`config.mk`:
```
export PLATFORM = sky130hd
export DESIGN_NAME = ctrl_pipe
export DESIGN_NICKNAME = d
export VERILOG_FILES = /design/src/rtl/ctrl_pipe.sv
export SDC_FILE = /design/constraint.sdc
export NUM_CORES = 1
export LEC_CHECK = 0
export BUFFER_PORTS_ARGS = -buffer_cell sky130_fd_sc_hd__buf_2
export CAP_MARGIN = 10
export CORE_MARGIN = 5
export CORE_UTILIZATION = 35
export CTS_BUF_LIST = sky130_fd_sc_hd__clkbuf_4
export CTS_CLUSTER_SIZE = 12
export DETAILED_ROUTE_END_ITERATION = 16
export GPL_ROUTABILITY_DRIVEN = 0
export PLACE_DENSITY = 0.64
export SYNTH_ARGS = -nofsm -noshare
export SYNTH_HDL_FRONTEND = slang
export SYNTH_SLANG_ARGS = --single-unit
```
`constraint.sdc`:
```
create_clock -name clk -period 2.6 [get_ports clk]
set_input_delay 0.13 -clock clk [delete_from_list [all_inputs] [get_ports clk]]
set_output_delay 0.13 -clock clk [all_outputs]
set_load 0.01 [all_outputs]
```
`src/rtl/ctrl_pipe.sv`:
```
// Registered ID stage: RV32I(+M) decode into the ID/EX control bundle, load-use
// bubble insertion, and the machine-interrupt entry/exit state machine.
module ctrl_pipe #(
    parameter int NUM_IRQ = 4,
    parameter int EN_M    = 0,
    parameter int CW      = (NUM_IRQ > 1) ? $clog2(NUM_IRQ) : 1
) (
    input  logic               clk,
    input  logic               rstn,
    input  logic               id_valid,
    input  logic [31:0]        id_inst,
    output logic               id_ready,
    input  logic               ex_ready,
    input  logic               flush,
    input  logic [NUM_IRQ-1:0] irq,
    input  logic               mie,
    output logic               ex_valid,
    output logic               ex_RegWrite,
    output logic               ex_MemWrite,
    output logic               ex_ALUSrc,
    output logic               ex_mem_read,
    output logic               ex_illegal,
    output logic [5:0]         ex_EXTOp,
    output logic [4:0]         ex_ALUOp,
    output logic [2:0]         ex_NPCOp,
    output logic [1:0]         ex_WDSel,
    output logic [2:0]         ex_DMType,
    output logic               ex_mdu_valid,
    output logic [2:0]         ex_mdu_op,
    output logic [4:0]         ex_rd,
    output logic [4:0]         ex_rs1,
    output logic [4:0]         ex_rs2,
    output logic               irq_take,
    output logic [CW-1:0]      irq_cause,
    output logic               in_handler,
    output logic               int_finished
);

    typedef enum logic {RUN = 1'b0, HANDLER = 1'b1} state_t;

    typedef struct packed {
        logic       reg_write;
        logic       mem_write;
        logic       alu_src;
        logic       mem_read;
        logic       illegal;
        logic [5:0] ext_op;
        logic [4:0] alu_op;
        logic [2:0] npc_op;
        logic [1:0] wd_sel;
        logic [2:0] dm_type;
        logic       mdu_valid;
        logic [2:0] mdu_op;
        logic [4:0] rd;
        logic [4:0] rs1;
        logic [4:0] rs2;
    } bundle_t;

    localparam logic [6:0] OP_LUI    = 7'b0110111;
    localparam logic [6:0] OP_AUIPC  = 7'b0010111;
    localparam logic [6:0] OP_JAL    = 7'b1101111;
    localparam logic [6:0] OP_JALR   = 7'b1100111;
    localparam logic [6:0] OP_BRANCH = 7'b1100011;
    localparam logic [6:0] OP_LOAD   = 7'b0000011;
    localparam logic [6:0] OP_STORE  = 7'b0100011;
    localparam logic [6:0] OP_IMM    = 7'b0010011;
    localparam logic [6:0] OP_REG    = 7'b0110011;
    localparam logic [6:0] OP_SYSTEM = 7'b1110011;

    // EXTOp one-hot {SHAMT, I, S, B, U, J}
    localparam logic [5:0] EXT_SHAMT = 6'b100000;
    localparam logic [5:0] EXT_I     = 6'b010000;
    localparam logic [5:0] EXT_S     = 6'b001000;
    localparam logic [5:0] EXT_B     = 6'b000100;
    localparam logic [5:0] EXT_U     = 6'b000010;
    localparam logic [5:0] EXT_J     = 6'b000001;

    state_t        state_q, state_d;
    logic          ex_valid_q, ex_valid_d;
    bundle_t       bun_q, bun_d;
    logic          irq_take_q, irq_take_d;
    logic [CW-1:0] irq_cause_q, irq_cause_d;
    logic          int_finished_q, int_finished_d;

    bundle_t       dec;
    logic          legal, use_rs1, use_rs2, is_mret, hazard, take;
    logic [CW-1:0] irq_idx;
    logic [6:0]    opcode;
    logic [2:0]    f3;
    logic [6:0]    f7;

    assign opcode  = id_inst[6:0];
    assign f3      = id_inst[14:12];
    assign f7      = id_inst[31:25];
    assign is_mret = (id_inst == 32'h3020_0073);

    always_comb begin
        dec     = '0;
        dec.rd  = id_inst[11:7];
        dec.rs1 = id_inst[19:15];
        dec.rs2 = id_inst[24:20];
        legal   = 1'b1;
        use_rs1 = 1'b0;
        use_rs2 = 1'b0;
        case (opcode)
            OP_LUI: begin
                dec.reg_write = 1'b1; dec.alu_src = 1'b1;
                dec.ext_op = EXT_U; dec.alu_op = 5'b00001;
            end
            OP_AUIPC: begin
                dec.reg_write = 1'b1; dec.alu_src = 1'b1;
                dec.ext_op = EXT_U; dec.alu_op = 5'b00010;
            end
            OP_JAL: begin
                dec.reg_write = 1'b1; dec.ext_op = EXT_J; dec.alu_op = 5'b00011;
                dec.npc_op = 3'b010; dec.wd_sel = 2'b10;
            end
            OP_JALR: begin
                use_rs1 = 1'b1;
                legal = (f3 == 3'b000);
                dec.reg_write = 1'b1; dec.alu_src = 1'b1; dec.ext_op = EXT_I;
                dec.alu_op = 5'b00011; dec.npc_op = 3'b100; dec.wd_sel = 2'b10;
            end
            OP_BRANCH: begin
                use_rs1 = 1'b1; use_rs2 = 1'b1;
                dec.ext_op = EXT_B; dec.npc_op = 3'b001;
                case (f3)
                    3'b000:  dec.alu_op = 5'b00100;
                    3'b001:  dec.alu_op = 5'b00101;
                    3'b100:  dec.alu_op = 5'b00110;
                    3'b101:  dec.alu_op = 5'b00111;
                    3'b110:  dec.alu_op = 5'b01000;
                    3'b111:  dec.alu_op = 5'b01001;
                    default: legal = 1'b0;
                endcase
            end
            OP_LOAD: begin
                use_rs1 = 1'b1;
                dec.reg_write = 1'b1; dec.alu_src = 1'b1; dec.mem_read = 1'b1;
                dec.ext_op = EXT_I; dec.alu_op = 5'b00011; dec.wd_sel = 2'b01;
                case (f3)
                    3'b000:  dec.dm_type = 3'b011;
                    3'b001:  dec.dm_type = 3'b001;
                    3'b010:  dec.dm_type = 3'b000;
                    3'b100:  dec.dm_type = 3'b100;
                    3'b101:  dec.dm_type = 3'b010;
                    default: legal = 1'b0;
                endcase
            end
            OP_STORE: begin
                use_rs1 = 1'b1; use_rs2 = 1'b1;
                dec.mem_write = 1'b1; dec.alu_src = 1'b1;
                dec.ext_op = EXT_S; dec.alu_op = 5'b00011;
                case (f3)
                    3'b000:  dec.dm_type = 3'b011;
                    3'b001:  dec.dm_type = 3'b001;
                    3'b010:  dec.dm_type = 3'b000;
                    default: legal = 1'b0;
                endcase
            end
            OP_IMM: begin
                use_rs1 = 1'b1;
                dec.reg_write = 1'b1; dec.alu_src = 1'b1; dec.ext_op = EXT_I;
                case (f3)
                    3'b000: dec.alu_op = 5'b00011;
                    3'b010: dec.alu_op = 5'b01010;
                    3'b011: dec.alu_op = 5'b01011;
                    3'b100: dec.alu_op = 5'b01100;
                    3'b110: dec.alu_op = 5'b01101;
                    3'b111: dec.alu_op = 5'b01110;
                    3'b001: begin
                        dec.ext_op = EXT_SHAMT; dec.alu_op = 5'b01111;
                        legal = (f7 == 7'b0000000);
                    end
                    default: begin
                        dec.ext_op = EXT_SHAMT;
                        if (f7 == 7'b0000000)      dec.alu_op = 5'b10000;
                        else if (f7 == 7'b0100000) dec.alu_op = 5'b10001;
                        else                       legal = 1'b0;
                    end
                endcase
            end
            OP_REG: begin
                use_rs1 = 1'b1; use_rs2 = 1'b1;
                dec.reg_write = 1'b1;
                if (f7 == 7'b0000000) begin
                    case (f3)
                        3'b000:  dec.alu_op = 5'b00011;
                        3'b001:  dec.alu_op = 5'b01111;
                        3'b010:  dec.alu_op = 5'b01010;
                        3'b011:  dec.alu_op = 5'b01011;
                        3'b100:  dec.alu_op = 5'b01100;
                        3'b101:  dec.alu_op = 5'b10000;
                        3'b110:  dec.alu_op = 5'b01101;
                        default: dec.alu_op = 5'b01110;
                    endcase
                end else if (f7 == 7'b0100000 && f3 == 3'b000) begin
                    dec.alu_op = 5'b00100;
                end else if (f7 == 7'b0100000 && f3 == 3'b101) begin
                    dec.alu_op = 5'b10001;
                end else if (f7 == 7'b0000001 && EN_M != 0) begin
                    dec.mdu_valid = 1'b1; dec.mdu_op = f3;
                end else begin
                    legal = 1'b0;
                end
            end
            // mret is only meaningful as the handler's exit; in RUN it traps as illegal
            OP_SYSTEM: legal = is_mret && (state_q == HANDLER);
            default:   legal = 1'b0;
        endcase
        if (!legal) begin
            dec.reg_write = 1'b0; dec.mem_write = 1'b0; dec.alu_src = 1'b0;
            dec.mem_read = 1'b0; dec.ext_op = '0; dec.alu_op = '0;
            dec.npc_op = '0; dec.wd_sel = '0; dec.dm_type = '0;
            dec.mdu_valid = 1'b0; dec.mdu_op = '0; dec.illegal = 1'b1;
        end
    end

    always_comb begin
        irq_idx = '0;
        for (int i = NUM_IRQ - 1; i >= 0; i--) begin
            if (irq[i]) irq_idx = CW'(i);
        end
    end

    assign hazard = id_valid && ex_valid_q && bun_q.mem_read && (bun_q.rd != 5'd0) &&
                    ((use_rs1 && bun_q.rd == id_inst[19:15]) ||
                     (use_rs2 && bun_q.rd == id_inst[24:20]));
    assign take   = (state_q == RUN) && mie && (|irq) && id_valid;

    always_comb begin
        state_d        = state_q;
        ex_valid_d     = ex_valid_q;
        bun_d          = bun_q;
        irq_take_d     = 1'b0;
        irq_cause_d    = irq_cause_q;
        int_finished_d = 1'b0;
        id_ready       = 1'b0;
        if (!rstn) begin
            id_ready = 1'b0;
        end else if (flush) begin
            ex_valid_d = 1'b0;
            id_ready   = 1'b1;
        end else if (!ex_ready) begin
            id_ready = 1'b0;
        end else if (take) begin
            // the dropped instruction is re-fetched after mret
            id_ready    = 1'b1;
            ex_valid_d  = 1'b0;
            irq_take_d  = 1'b1;
            irq_cause_d = irq_idx;
            state_d     = HANDLER;
        end else if (hazard) begin
            ex_valid_d = 1'b0;
        end else if (id_valid) begin
            id_ready   = 1'b1;
            ex_valid_d = 1'b1;
            bun_d      = dec;
            if (is_mret && state_q == HANDLER) begin
                int_finished_d = 1'b1;
                state_d        = RUN;
            end
        end else begin
            ex_valid_d = 1'b0;
        end
    end

    always_ff @(posedge clk or negedge rstn) begin
        if (!rstn) begin
            state_q        <= RUN;
            ex_valid_q     <= 1'b0;
            bun_q          <= '0;
            irq_take_q     <= 1'b0;
            irq_cause_q    <= '0;
            int_finished_q <= 1'b0;
        end else begin
            state_q        <= state_d;
            ex_valid_q     <= ex_valid_d;
            bun_q          <= bun_d;
            irq_take_q     <= irq_take_d;
            irq_cause_q    <= irq_cause_d;
            int_finished_q <= int_finished_d;
        end
    end

    assign ex_valid     = ex_valid_q;
    assign ex_RegWrite  = bun_q.reg_write;
    assign ex_MemWrite  = bun_q.mem_write;
    assign ex_ALUSrc    = bun_q.alu_src;
    assign ex_mem_read  = bun_q.mem_read;
    assign ex_illegal   = bun_q.illegal;
    assign ex_EXTOp     = bun_q.ext_op;
    assign ex_ALUOp     = bun_q.alu_op;
    assign ex_NPCOp     = bun_q.npc_op;
    assign ex_WDSel     = bun_q.wd_sel;
    assign ex_DMType    = bun_q.dm_type;
    assign ex_mdu_valid = bun_q.mdu_valid;
    assign ex_mdu_op    = bun_q.mdu_op;
    assign ex_rd        = bun_q.rd;
    assign ex_rs1       = bun_q.rs1;
    assign ex_rs2       = bun_q.rs2;
    assign irq_take     = irq_take_q;
    assign irq_cause    = irq_cause_q;
    assign in_handler   = (state_q == HANDLER);
    assign int_finished = int_finished_q;

endmodule

```
==> impl_results.md, run 1 <==
- Total routing usage reported by global routing: 0.165
- Type of destination of the critical path: output port
- Post-DP HPWL: between 5 and 6 mm
- Run status: completed
- Crit path kind: flip-flop to output port
- Placeable core region: 7250 um^2
- Hold Path Depth: 2
- Die extent in y: 96.1 um
- Worst path arrival time: 2.27 ns
- Layout cells sized above 1: 0.350
- Launch instance of the worst min-delay path: id_inst[9]
- Fin Clk Skew: 0.0153 ns
- Cell area after synthesis: 2600 um^2
- NumNets Final: 384
- Ratio of final minimum period to clock period: 0.924
- IO Port Bufs: just under 90
- Final standard cell count with taps included and fillers excluded: 442
- Placed cell count: 430
- Min cycle time layout: ~2.4 ns
- P&R area growth vs syn: 24.4%
- Number of buffers added to fix hold violations after cts: 3
- Largest fanout on the critical path: 10
- Maximum clock frequency: 416 MHz
- Grt total ovfl: 0
- Post-synthesis cell count: 254
- CTS Buffer Depth: 2
- Sort of element at the start of the critical path: flip-flop
- Post-DRT Antenna Nets: 0
- CTS Buf Count: 5
- Part of the Yosys area used for sequential elements: 0.414
- Number of cell rows: 31
- Synthesis Warnings: 0
- WL final: 7.16 mm
- Via count of the routed design: around 2300
- Reg2reg start: in_handler
- Count of endpoints failing setup in the final report: 0
- Detailed-route vias per instance: 5.26
- P_leak: ~0.0015 uW
- Setup Buffers After CTS: 0
- Clock-pin slew on the worst setup and hold paths: roughly 0.14 ns
- R2r endpoint: ex_EXTOp[0]
- Setup repair after global routing missed its margin: no
- Power per cell area: approximately 480 nW/um^2
- Maximum ir drop on the vdd rail: 258 uV
- First-iteration detailed-routing DRC count: 120
- Utilization after layout: 0.446
- Number of antenna violations at the first check in global routing: 0
- Cell-by-cell trace of the critical path: xnor2_1 -> nand4_1 -> nor4_1 -> o221ai_2 -> o211a_1 -> o21a_1 -> buf_2
- Final routed DRC violation total: 0
- Area leader, netlist: sky130_fd_sc_hd__dfrtp_1
- Post-synth cell types: 59
- Root Buffer: sky130_fd_sc_hd__clkbuf_4
- Chip width: 96.1 um
- First-pass GRT wire length: approximately 12 mm
- Flip-flop and latch count after synthesis: 43
- Area share of the largest cell type after synthesis: 0.414
- ANT cells: 0
- Post-synth top flop: sky130_fd_sc_hd__dfrtp_1
- Pin count of the biggest net entering global routing: 46
- Top post-synthesis cells by count: 43 x sky130_fd_sc_hd__dfrtp_1, 19 x sky130_fd_sc_hd__nor2_1, 17 x sky130_fd_sc_hd__mux2_1, 12 x sky130_fd_sc_hd__nand2_1, 10 x sky130_fd_sc_hd__a21oi_1
- CP required: 2.47 ns
- Via count of the first global-routing pass: 2352
- Post-CTS sizing: 0
- Final hold slack: 0.0136 ns
- Headroom to the max-slew limit: 0.504
- Number of enable-type register cells in the synthesized netlist: 0
- Biggest area contributors in the synthesized netlist: sky130_fd_sc_hd__dfrtp_1 41%, sky130_fd_sc_hd__mux2_1 7.4%, sky130_fd_sc_hd__mux2_2 3.0%, sky130_fd_sc_hd__xnor2_1 3.0%, sky130_fd_sc_hd__nor2_1 2.7%
- WL/cell: 16.2 um
- Count of pins on the block boundary: 92
- Die ar.: 9240 um^2
- Type of the tightest min-delay check: primary input to flip-flop
- Pins Over Slew Limit: 0
- MaxCap Viol Count: 0
- Worst-Margin Slew: 0.725 ns
- Share of flip-flops with an asynchronous set or reset: 1.00
- Most common cell in the netlist: sky130_fd_sc_hd__dfrtp_1
- Synth Area per Inst: 10.2 um^2
- Final Hold Violating Endpoints: 0
- Clock latency at the later pin of the worst-skew pair: 0.36 ns
- Reg2Reg Setup Slack: 0.36 ns
- Hold Crit Endpoint: ex_rd[2]
- TritonRoute pass-1 iters: 4
- Register-to-Register Path Depth: 6
- Number of levels the H-tree was split into: 2
- TritonCTS sink count: between 40 and 50
- Slowest stage delay, CP: 0.48 ns
- Starting utilization of the core area: 0.358
- TritonCTS clock tree: yes
- Setup TNS: 0 ns
- Slowest-stage cell, CP: sky130_fd_sc_hd__dfrtp_1
cells in the final DEF (no fill, tap or decap), types with 2 or more instances in the layout:
cell and instances:
sky130_fd_sc_hd__o2bb2ai_1 7, sky130_fd_sc_hd__xnor2_1 9, sky130_fd_sc_hd__nand4_1 6, sky130_fd_sc_hd__conb_1 4, sky130_fd_sc_hd__a21o_1 2, sky130_fd_sc_hd__o21bai_1 3, sky130_fd_sc_hd__dfrtp_1 43, sky130_fd_sc_hd__mux2_1 17
sky130_fd_sc_hd__clkbuf_4 5, sky130_fd_sc_hd__a31oi_1 3, sky130_fd_sc_hd__nand3_1 7, sky130_fd_sc_hd__o2bb2ai_2 4, sky130_fd_sc_hd__nand3b_1 2, sky130_fd_sc_hd__nand2_1 12, sky130_fd_sc_hd__buf_2 87, sky130_fd_sc_hd__or3_1 5
sky130_fd_sc_hd__buf_4 4, sky130_fd_sc_hd__nor4_1 7, sky130_fd_sc_hd__a21oi_1 10, sky130_fd_sc_hd__o21ai_0 9, sky130_fd_sc_hd__dlygate4sd3_1 4, sky130_fd_sc_hd__nor3_1 9, sky130_fd_sc_hd__inv_1 5, sky130_fd_sc_hd__and3_1 2
sky130_fd_sc_hd__a21boi_0 2, sky130_fd_sc_hd__mux2_2 7, sky130_fd_sc_hd__nor4bb_1 4, sky130_fd_sc_hd__o21a_1 3, sky130_fd_sc_hd__nand2b_1 6, sky130_fd_sc_hd__xor2_1 4, sky130_fd_sc_hd__nor2_1 19
kinds of logic (layout without fill, tap and decap cells):
| family | count (synthesis) | count (layout) | share of synthesized area |
|---|---|---|---|
| xor+xnor | 13 | 13 | 0.0438 |
| other cells | 1 | 4 | 0.00144 |
| compound gates | 57 | 57 | 0.171 |
| flops | 43 | 43 | 0.414 |
| simple gates | 93 | 93 | 0.217 |
| mux | 24 | 24 | 0.104 |
| buf+inv | 23 | 109 | 0.0486 |
critical path, delay by kind of cell, from the launching register on:
family / cells / cell delay, ns
AO/OA/AOI/OAI: 3 / 0.72
XOR/XNOR: 1 / 0.18
buffers and inverters: 1 / 0.13
flip-flops: 1 / 0.48
AND/OR/NAND/NOR: 2 / 0.41
report_power, final:
group	switching (uW)	internal, uW	leakage (uW)
Clock	234	203	0.0000452
Combinational	179	155	0.000894
Sequential	48.6	723	0.000561
area by class of cell:
cell class                 count  area (um^2)
clock inverter                 3         43.8
tap                           99          124
timing repair buffer          96          526
multi-input combinational    191         1410
sequential                    43         1080
clock buffer                   5         37.5
inverter                       5         18.8
fill                         737         4020
per-layer routing:
layer  GRT usage  vias up  routed length (um)
met3      0.0352        8                 470
met5           0        -                   0
met2       0.268       80                3490
met4      0.0450        0                  87
li1            -     1120                   -
met1       0.220     1116                3110
metrics by stage:
stage	power, uW	setup slack, ns	cell area, um^2
after detailed placement	1120	0.266	3110
after global routing	1630	0.0712	3230
after floorplan	963	0.605	2610
after CTS	1560	0.187	3220
final	1540	0.197	3230
after global placement	1110	0.327	3110
flip-flops by register name (all words and copies together) (netlist names):
name / count
ex_RegWrite: 1
ex_valid: 1
ex_MemWrite: 1
in_handler: 1
ex_NPCOp: 2
ex_rs2: 5
ex_rd: 5
irq_cause: 2
irq_take: 1
ex_ALUOp: 5
ex_DMType: 3
ex_illegal: 1
ex_ALUSrc: 1
ex_WDSel: 1
ex_mem_read: 1
int_finished: 1
ex_rs1: 5
ex_EXTOp: 6
worst max path at each step:
| stage | from | to | slack, ns | depth (start not counted) |
|---|---|---|---|---|
| 5_1_grt | ex_rd[2] | id_ready | 0.07 | 7 |
| 4_1_cts | ex_rd[2] | id_ready | 0.19 | 7 |
| 3_5_place_dp | id_inst[5] | ex_NPCOp[1] | 0.27 | 7 |
| 3_3_place_gp | id_inst[14] | ex_NPCOp[1] | 0.33 | 7 |
| 2_1_floorplan | ex_rd[4] | ex_rd[4] | 0.60 | 6 |
| 6_report | ex_rd[2] | id_ready | 0.20 | 7 |
(Power assumes the default switching activity.)
==> run 2, diff against run 1 <==
--- a/config.mk
+++ b/config.mk
@@ -10,10 +10,11 @@
 export CORE_MARGIN = 5
 export CORE_UTILIZATION = 35
 export CTS_BUF_LIST = sky130_fd_sc_hd__clkbuf_4
+export CTS_CLUSTER_DIAMETER = 80
 export CTS_CLUSTER_SIZE = 12
 export DETAILED_ROUTE_END_ITERATION = 16
 export GPL_ROUTABILITY_DRIVEN = 0
-export PLACE_DENSITY = 0.64
+export PLACE_DENSITY = 0.71
 export SYNTH_ARGS = -nofsm -noshare
 export SYNTH_HDL_FRONTEND = slang
 export SYNTH_SLANG_ARGS = --single-unit
==> run 2 against run 1 <==
Final area down 1.3%. Largest cell class unchanged. Non-clock buffer count fell by 2. Utilization shrank 0.57 points. Critical path type unchanged. First-iteration DRC count grew 30%. Clock skew shrank 0.0052 ns.
==> impl_results.md, run 2 (synthesized netlist as in run 1, its figures left out) <==
- P_leak: 0.00148 uW (was 0.00150 uW)
- Count of pins on the block boundary: 92 (unchanged)
- Launch instance of the worst min-delay path: id_inst[8] (was id_inst[9])
- Pin count of the biggest net entering global routing: 46 (unchanged)
- Commonest cells after routing, fill and taps aside: 87 x sky130_fd_sc_hd__buf_2, 43 x sky130_fd_sc_hd__dfrtp_1, 19 x sky130_fd_sc_hd__nor2_1 (unchanged)
- Maximum clock frequency: 435 MHz (was 416 MHz)
- Total routing usage reported by global routing: 0.168 (was 0.165)
- Final-layout fill cell count: 730 (was 737)
- Final worst-path setup slack: 0.301 ns (was 0.197 ns)
- WL/cell: 16.9 um (was 16.2 um)
- Worst-Margin Slew: 0.607 ns (was 0.725 ns)
- Setup Slack @ Placement: 0.316 ns (was 0.266 ns)
- Switch Pwr: 463 uW (was 462 uW)
- Setup repair after global routing missed its margin: no (unchanged)
- Number of levels the H-tree was split into: 2 (unchanged)
- CP required: 2.47 ns (about the same)
- Final Hold Violating Endpoints: 0 (unchanged)
- Slowest stage delay, CP: 0.46 ns (was 0.48 ns)
- Via count of the first global-routing pass: 2443 (was 2352)
- Via count of the routed design: 2377 (was 2324)
- Placeable core region: 7250 um^2 (unchanged)
- Power per cell area: 456 nW/um^2 (was 477 nW/um^2)
- Clock-pin slew on the worst setup and hold paths: 0.13 ns (was 0.14 ns)
- Slowest-stage cell, CP: sky130_fd_sc_hd__dfrtp_1 (unchanged)
- Clock latency at the later pin of the worst-skew pair: 0.37 ns (was 0.36 ns)
- TritonCTS sink count: 43 (unchanged)
- Detailed-route vias per instance: 5.40 (was 5.26)
- Run status: completed (unchanged)
- Fin Clk Skew: 0.0101 ns (was 0.0153 ns)
- Type of destination of the critical path: output port (unchanged)
- Sort of element at the start of the critical path: flip-flop (unchanged)
- MaxCap Viol Count: 0 (unchanged)
- Setup Buffers After CTS: 0 (unchanged)
- Post-DRT Antenna Nets: 0 (unchanged)
- Design internal power: 992 uW (was 1080 uW)
- Hold Path Depth: 2 (unchanged)
- P&R area growth vs syn: 22.8% (was 24.4%)
- Number of flip-flops under the largest register name: 6 (unchanged)
- Chip width: 96.1 um (unchanged)
- WL final: 7.45 mm (was 7.16 mm)
- Largest fanout on the critical path: 10 (unchanged)
- TritonRoute pass-1 iters: 4 (unchanged)
- Root Buffer: sky130_fd_sc_hd__clkbuf_4 (unchanged)
- Most common cell after layout, fill and taps aside: sky130_fd_sc_hd__buf_2 (unchanged)
- Detailed route wirelength on metal3: 568 um (was 470 um)
- First-pass GRT wire length: 12.2 mm (was 11.8 mm)
- Setup TNS: 0 ns (unchanged)
- Sequential fraction of design power: 0.530 (was 0.501)
- Highest Signal Layer: met4 (unchanged)
- Die extent in y: 96.1 um (unchanged)
- Total routed wire length on the met1 layer: 3.15 mm (was 3.11 mm)
- Number of cell rows: 31 (unchanged)
- Design Power: 1450 uW (was 1540 uW)
- Post-DP HPWL: 5.70 mm (was 5.58 mm)
- R2r endpoint: ex_EXTOp[3] (was ex_EXTOp[0])
- Type of the tightest min-delay check: primary input to flip-flop (unchanged)
- Hold Crit Endpoint: ex_rd[1] (was ex_rd[2])
- Grt total ovfl: 0 (unchanged)
- Maximum ir drop on the vdd rail: 241 uV (was 258 uV)
- Number of antenna violations at the first check in global routing: 0 (unchanged)
- Met2 Routed Length: 3.58 mm (was 3.49 mm)
- CTS Buf Count: 5 (unchanged)
- Reg2reg start: in_handler (unchanged)
- Reg2Reg Setup Slack: 0.37 ns (was 0.36 ns)
- TritonCTS clock tree: yes (unchanged)
- ANT cells: 0 (unchanged)
- Final routed DRC violation total: 0 (unchanged)
- Crit path kind: flip-flop to output port (unchanged)
- Relative contribution of combinational cells to total power: 0.235 (was 0.216)
- Die ar.: 9240 um^2 (unchanged)
- Worst path arrival time: 2.17 ns (was 2.27 ns)
- Count of endpoints failing setup in the final report: 0 (unchanged)
- Clock network fraction of design power: 0.236 (was 0.283)
- Starting utilization of the core area: 0.358 (unchanged)
- Cell-by-cell trace of the critical path: xnor2_1 -> nand4_1 -> nor4_1 -> o221ai_2 -> o211a_1 -> o21a_1 -> buf_2 (unchanged)
- Net switching fraction of the power: 0.318 (was 0.299)
- IO Port Bufs: 87 (unchanged)
- Min cycle time layout: 2.30 ns (was 2.40 ns)
- Layout cells sized above 1: 0.349 (was 0.350)
- Final hold slack: 0.0159 ns (was 0.0136 ns)
- Pins Over Slew Limit: 0 (unchanged)
- Register-to-Register Path Depth: 6 (unchanged)
- First-iteration detailed-routing DRC count: 156 (was 120)
- NumNets Final: 382 (was 384)
- CTS Buffer Depth: 2 (unchanged)
- Headroom to the max-slew limit: 0.585 (was 0.504)
- Ratio of final minimum period to clock period: 0.884 (was 0.924)
==> run 2: repair_timing <==
action	in CTS	in global routing
hold endpoints to repair	45	0
resized for setup	0	0
hold buffers	3	0
==> run 2: how the worst max path moves through the flow <==
stage,startpoint,endpoint,slack [ns]
after global routing,ex_rd[0],id_ready,0.09
after detailed placement,id_inst[5],ex_MemWrite,0.32
final,ex_rd[1],id_ready,0.30
after floorplan,ex_rd[4],ex_rd[4],0.60
after global placement,id_inst[5],ex_ALUOp[1],0.36
after CTS,ex_rd[2],id_ready,0.26
==> run 2: per-stage QoR <==
stage	cells	util	cell area, um^2
final	440	0.440	3190
after global routing	440	0.440	3190
after CTS	440	0.440	3190
after detailed placement	429	0.428	3100
after global placement	429	0.428	3100
after floorplan	257	-	2610
==> run 2: final cells by class <==
cell class,count,area (um^2),share of cell area
clock buffer,6,45.0,0.0141
timing repair buffer,94,508,0.159
inverter,5,18.8,0.00588
tap,99,124,0.0388
sequential,43,1080,0.337
clock inverter,2,12.5,0.00392
multi-input combinational,191,1410,0.441
==> run 2: power groups by stage <==
stage	combinational, uW	clock, uW	sequential, uW
after floorplan	157	0	806
after global placement	330	0	782
after detailed placement	338	0	784
after CTS	343	352	771
after global routing	375	375	780
final	342	343	770
==> run 2: worst max-delay path, delay by kind of cell, from the launching register on <==
kind / cells / cell delay (ns)
buffers and inverters: 1 / 0.13
xor gates and xnor gates: 1 / 0.16
DFF: 1 / 0.46
AOI/OAI and AO/OA: 3 / 0.68
and+or+nand+nor: 2 / 0.36
==> run 2: per-layer routing <==
metal	vias up	GRT usage
met5	-	0
met4	0	0.0581
met3	15	0.0336
met2	97	0.281
met1	1152	0.215
li1	1113	-
